<file path="src/rtl/decoder_3to8.sv">
// ---------------------------------------------------------------------------
// decoder_3to8
//   Registered 3-to-8 one-hot decoder. A 3-bit select code becomes an 8-bit
//   one-hot strobe one clock later. Typical use: bank/chip-select or
//   register-write enables in a synchronous datapath.
//
// Parameters
//   OUT_ACTIVE_LOW : 0 -> selected bit is 1, idle pattern 8'h00
//                    1 -> selected bit is 0, idle pattern 8'hFF
//
// Ports
//   clk        in   rising-edge clock
//   rst_n      in   asynchronous active-low reset
//   en         in   decode enable; 0 selects no output line
//   a[2:0]     in   binary select code
//   y[7:0]     out  registered decode of a, polarity per OUT_ACTIVE_LOW
//   y_valid    out  registered copy of en
//   onehot_err out  sticky self-check flag      (DECODER_3TO8_ONEHOT_CHK_EN)
//   err_clr    in   synchronous clear of flag   (DECODER_3TO8_ONEHOT_CHK_EN)
//
// Build option
//   `define DECODER_3TO8_ONEHOT_CHK_EN adds a checker that watches the output
//   register and latches onehot_err when y is not a legal pattern for the
//   current y_valid. Decode behaviour and timing are identical either way.
// ---------------------------------------------------------------------------
module decoder_3to8 #(
  parameter bit OUT_ACTIVE_LOW = 1'b0
) (
  input  logic       clk,
  input  logic       rst_n,
  input  logic       en,
  input  logic [2:0] a,
  output logic [7:0] y,
`ifdef DECODER_3TO8_ONEHOT_CHK_EN
  output logic       onehot_err,
  input  logic       err_clr,
`endif
  output logic       y_valid
);

  localparam logic [7:0] Y_IDLE = OUT_ACTIVE_LOW ? 8'hFF : 8'h00;

  logic [7:0] w_d;      // active-high decode of the current inputs
  logic [7:0] w_y_nxt;  // w_d in output polarity
  logic [7:0] r_y;
  logic       r_y_valid;

  // An X/Z select propagates through the shift as X rather than being
  // forced onto some legal code, so bad stimulus stays visible in sim.
  assign w_d     = en ? (8'b1 << a) : 8'h00;
  assign w_y_nxt = OUT_ACTIVE_LOW ? ~w_d : w_d;

  // No warm-up cycle: the first edge after reset release loads a/en.
  always_ff @(posedge clk or negedge rst_n) begin
    if (!rst_n) begin
      r_y       <= Y_IDLE;
      r_y_valid <= 1'b0;
    end else begin
      r_y       <= w_y_nxt;
      r_y_valid <= en;
    end
  end

  assign y       = r_y;
  assign y_valid = r_y_valid;

`ifdef DECODER_3TO8_ONEHOT_CHK_EN
  logic [7:0] w_y_norm;  // registered y, normalized to active-high
  logic       w_err;
  logic       r_onehot_err;

  assign w_y_norm = OUT_ACTIVE_LOW ? ~r_y : r_y;

  // Valid output must be exactly one-hot; idle output must be all-inactive.
  always_comb begin
    w_err = 1'b0;
    if (r_y_valid) w_err = ($countones(w_y_norm) != 1);
    else           w_err = (w_y_norm != 8'h00);
  end

  // Sticky flag; a fresh error in the same cycle as err_clr keeps it set.
  always_ff @(posedge clk or negedge rst_n) begin
    if (!rst_n)       r_onehot_err <= 1'b0;
    else if (w_err)   r_onehot_err <= 1'b1;
    else if (err_clr) r_onehot_err <= 1'b0;
  end

  assign onehot_err = r_onehot_err;
`endif

endmodule

</file>
<file path="config.mk">
export PLATFORM = sky130hd
export DESIGN_NAME = decoder_3to8
export DESIGN_NICKNAME = d
export VERILOG_FILES = /design/src/rtl/decoder_3to8.sv
export SDC_FILE = /design/constraint.sdc
export NUM_CORES = 1
export LEC_CHECK = 0
export ABC_AREA = 1
export CELL_PAD_IN_SITES_DETAIL_PLACEMENT = 1
export CELL_PAD_IN_SITES_GLOBAL_PLACEMENT = 1
export CORE_MARGIN = 2
export CORE_UTILIZATION = 22
export DETAILED_ROUTE_END_ITERATION = 10
export PLACE_DENSITY_LB_ADDON = 0.1
export SKIP_CTS_REPAIR_TIMING = 1
export SLEW_MARGIN = 20
export SYNTH_ARGS = -nofsm -noshare
export SYNTH_HDL_FRONTEND = slang
export SYNTH_SLANG_ARGS = --single-unit
export TNS_END_PERCENT = 5
</file>
<file path="constraint.sdc">
create_clock -name clk -period 0.8 [get_ports clk]
set_clock_uncertainty 0.05 [all_clocks]
set_input_delay 0.16 -clock clk [delete_from_list [all_inputs] [get_ports clk]]
set_output_delay 0.16 -clock clk [all_outputs]
set_load 0.01 [all_outputs]
</file>
==> flow_metrics.env <==
export IMPL_coreArea_sq_um=1270
export IMPL_max_stage_delay_ns=0.37
export IMPL_grt_pass1_wl_um=903
export IMPL_whs_ns=0.175
export IMPL_cpLargestDelayFamily="flip-flops"
export IMPL_stdcell_area_sq_um=452
export IMPL_crit_chain="clkbuf_2"
export IMPL_grt_usage_pct=9.28
export IMPL_avgSynthCellArea_sq_um=11.1
export IMPL_cp_slowest_cell="dfrtp_1"
export IMPL_overflow=0
export IMPL_crit_arrival_ns=0.75
export IMPL_finalHoldViolCount=0
export IMPL_synthCells=26
export IMPL_crit_required_ns=0.59
export IMPL_syn_to_final_growth_pct=56.3
export IMPL_max_cap_viol_count=0
export IMPL_regArea_sq_um=225
export IMPL_placed_cells=56
export IMPL_cp_max_fo=1
export IMPL_drv_slew=0
export IMPL_rows=13
export IMPL_power_switching_uw=196
export IMPL_outcome="finished with violations"
export IMPL_cp_num_cells=1
export IMPL_power_internal_uw=706
export IMPL_yosysTopAreaCellShare_pct=77.9
export IMPL_yosys_most_used_dff="dfrtp_1"
export IMPL_fin_nets=52
export IMPL_fin_cells=60
export IMPL_vias=231
export IMPL_boundaryPins=15
export IMPL_post_place_ws_ns=-0.264
export IMPL_worst_slack_ns=-0.161
export IMPL_htree_levels=1
export IMPL_synth_edf_count=0
export IMPL_routed_via_density=3.85
export IMPL_synthAdderAreaFrac_pct=0
export IMPL_cts_tree="yes"
export IMPL_drc=0
export IMPL_relSlewSlack_pct=90.8
export IMPL_netlist_area_sq_um=289
export IMPL_die_height_um=40.2
export IMPL_synth_xor_area_share_pct=0
export IMPL_yosys_area_share_simple_pct=18.2
export IMPL_die_area_sq_um=1620
export IMPL_n_fill_cell=150
export IMPL_ys_ff_latch=9
export IMPL_syn_num_nets=32
export IMPL_crit_type="reg -> out"
export IMPL_gp_congestion=0.711
export IMPL_setup_viol=9
export IMPL_cts_root_buf="clkbuf_4"
export IMPL_async_flop_share_pct=100
export IMPL_dpl_instance_area_sq_um=468
export IMPL_dp_hpwl_um=458
export IMPL_diodes=0
export IMPL_grt_pass1_vias=223
export IMPL_fmax_ghz=1.04
export IMPL_clkPwrFrac_pct=37.6
export IMPL_drt_iter0_drc=0
export IMPL_ys_types=4
export IMPL_fin_crit_sh_pct=120
export IMPL_wirelength_um=572
export IMPL_leakage_nw=0.247
export IMPL_cts_buffers=3
export IMPL_wl_per_cell_um=9.53
export IMPL_ys_top_cells_by_count="dfrtp_1 (9), nor2_1 (8), nand2_1 (6)"
export IMPL_synthMuxAreaShare_pct=0
export IMPL_clock_sinks=9
export IMPL_fin_crit_ns=0.961
export IMPL_multi_input_area_sq_um=55.1
export IMPL_cp_end_kind="output pin"
export IMPL_port_buffers=14
export IMPL_antenna_found_initial=0
export IMPL_peakVddDrop_mv=0.688
export IMPL_synth_compound_area_share_pct=0
export IMPL_ys_warn_count=0
export IMPL_yosys_top_cells_area="dfrtp_1 (78%), nor2_1 (10%), nand2_1 (7.8%)"
export IMPL_comb_power_share_pct=10.2
export IMPL_powerDensity_nw_per_um2=2000
export IMPL_power_frac_seq_pct=52.2
export IMPL_swShare_pct=21.7
export IMPL_initial_core_util_pct=22.8
export IMPL_path_clk_slew_ns=0.06
export IMPL_rsz0062_at_grt="yes"
export IMPL_yosysMostFrequentCell="dfrtp_1"
export IMPL_violations="negative setup slack"
export IMPL_drive_gt1_share_pct=31.1
export IMPL_first_pass_iters=1
export IMPL_yosysTopAreaCell="dfrtp_1"
export IMPL_crit_buf_inv=1
export IMPL_die_x_um=40.2
export IMPL_start_kind="flop"
export IMPL_synth_top_family_by_area="simple AND/OR/NAND/NOR gates"
export IMPL_postRouteAntennaNets=0
export IMPL_clock_path_buffers=2
export IMPL_grt_max_degree=10
export IMPL_tightestPinTransition_ns=0.137
export IMPL_synth_seq_area_share_pct=77.9
export IMPL_hold_class="in -> async"
stage by stage:
step | setup TNS [ns] | util [%] | total power, mW
floorplan | 0 | - | 0.506
global placement | -3.88 | 36.9 | 0.583
detailed placement | -4.13 | 36.9 | 0.585
CTS | -4.71 | 39.0 | 0.930
global route | -1.73 | 35.6 | 0.971
finish | -1.31 | 35.6 | 0.902
final cells by class:
| cell class | count | share of cell area (%) |
|---|---|---|
| clock buffer | 4 | 5.82 |
| inverter | 3 | 2.49 |
| multi-input combinational | 14 | 12.2 |
| sequential | 9 | 49.9 |
| tap | 15 | 4.16 |
| timing repair buffer | 15 | 25.5 |
kinds of logic after synthesis:
| family | count (synthesis) |
|---|---|
| and+or+nand+nor | 14 |
| DFF | 9 |
| buffers and inverters | 3 |
flip-flops by register name, indices dropped and copies added, names as in the netlist:
name     cells
y            8
y_valid      1
worst max path at each step:
stage / start / endpoint / slack [ns]
2_1_floorplan: y[0] / y[0] / 0.21
3_3_place_gp: y[4] / y[4] / -0.24
3_5_place_dp: en / y[7] / -0.26
4_1_cts: y[0] / y[0] / -0.54
5_1_grt: y_valid / y_valid / -0.20
6_report: y[0] / y[0] / -0.16
power by group through the flow:
stage	combinational, mW	clock [mW]	sequential (mW)
finish	0.0920	0.339	0.471
global placement	0.104	0	0.479
detailed placement	0.106	0	0.480
floorplan	0.0192	0	0.487
global route	0.103	0.397	0.472
CTS	0.106	0.352	0.471
layout by cell type (no fill, tap or decap):
master           netlist  final
clkbuf_2               0      9
dfrtp_1                9      9
nor2_1                 8      8
clkbuf_1               0      1
buf_12                 0      1
clkbuf_4               0      3
clkdlybuf4s50_1        0      5
inv_1                  3      3
nand2_2                0      1
nand2_1                6      5
routing by layer:
metal  up-vias  wire [um]  global-route usage (%)  share of wire (%)
met3         2         85                    3.33                 15
met2        13        253                    15.3                 44
li1        114          -                       -                  -
met1       102        217                    9.31                 38
met5         -          0                       0                  0
met4         0         15                    7.50                2.6
Note: power is estimated with default switching activity, not from simulation.
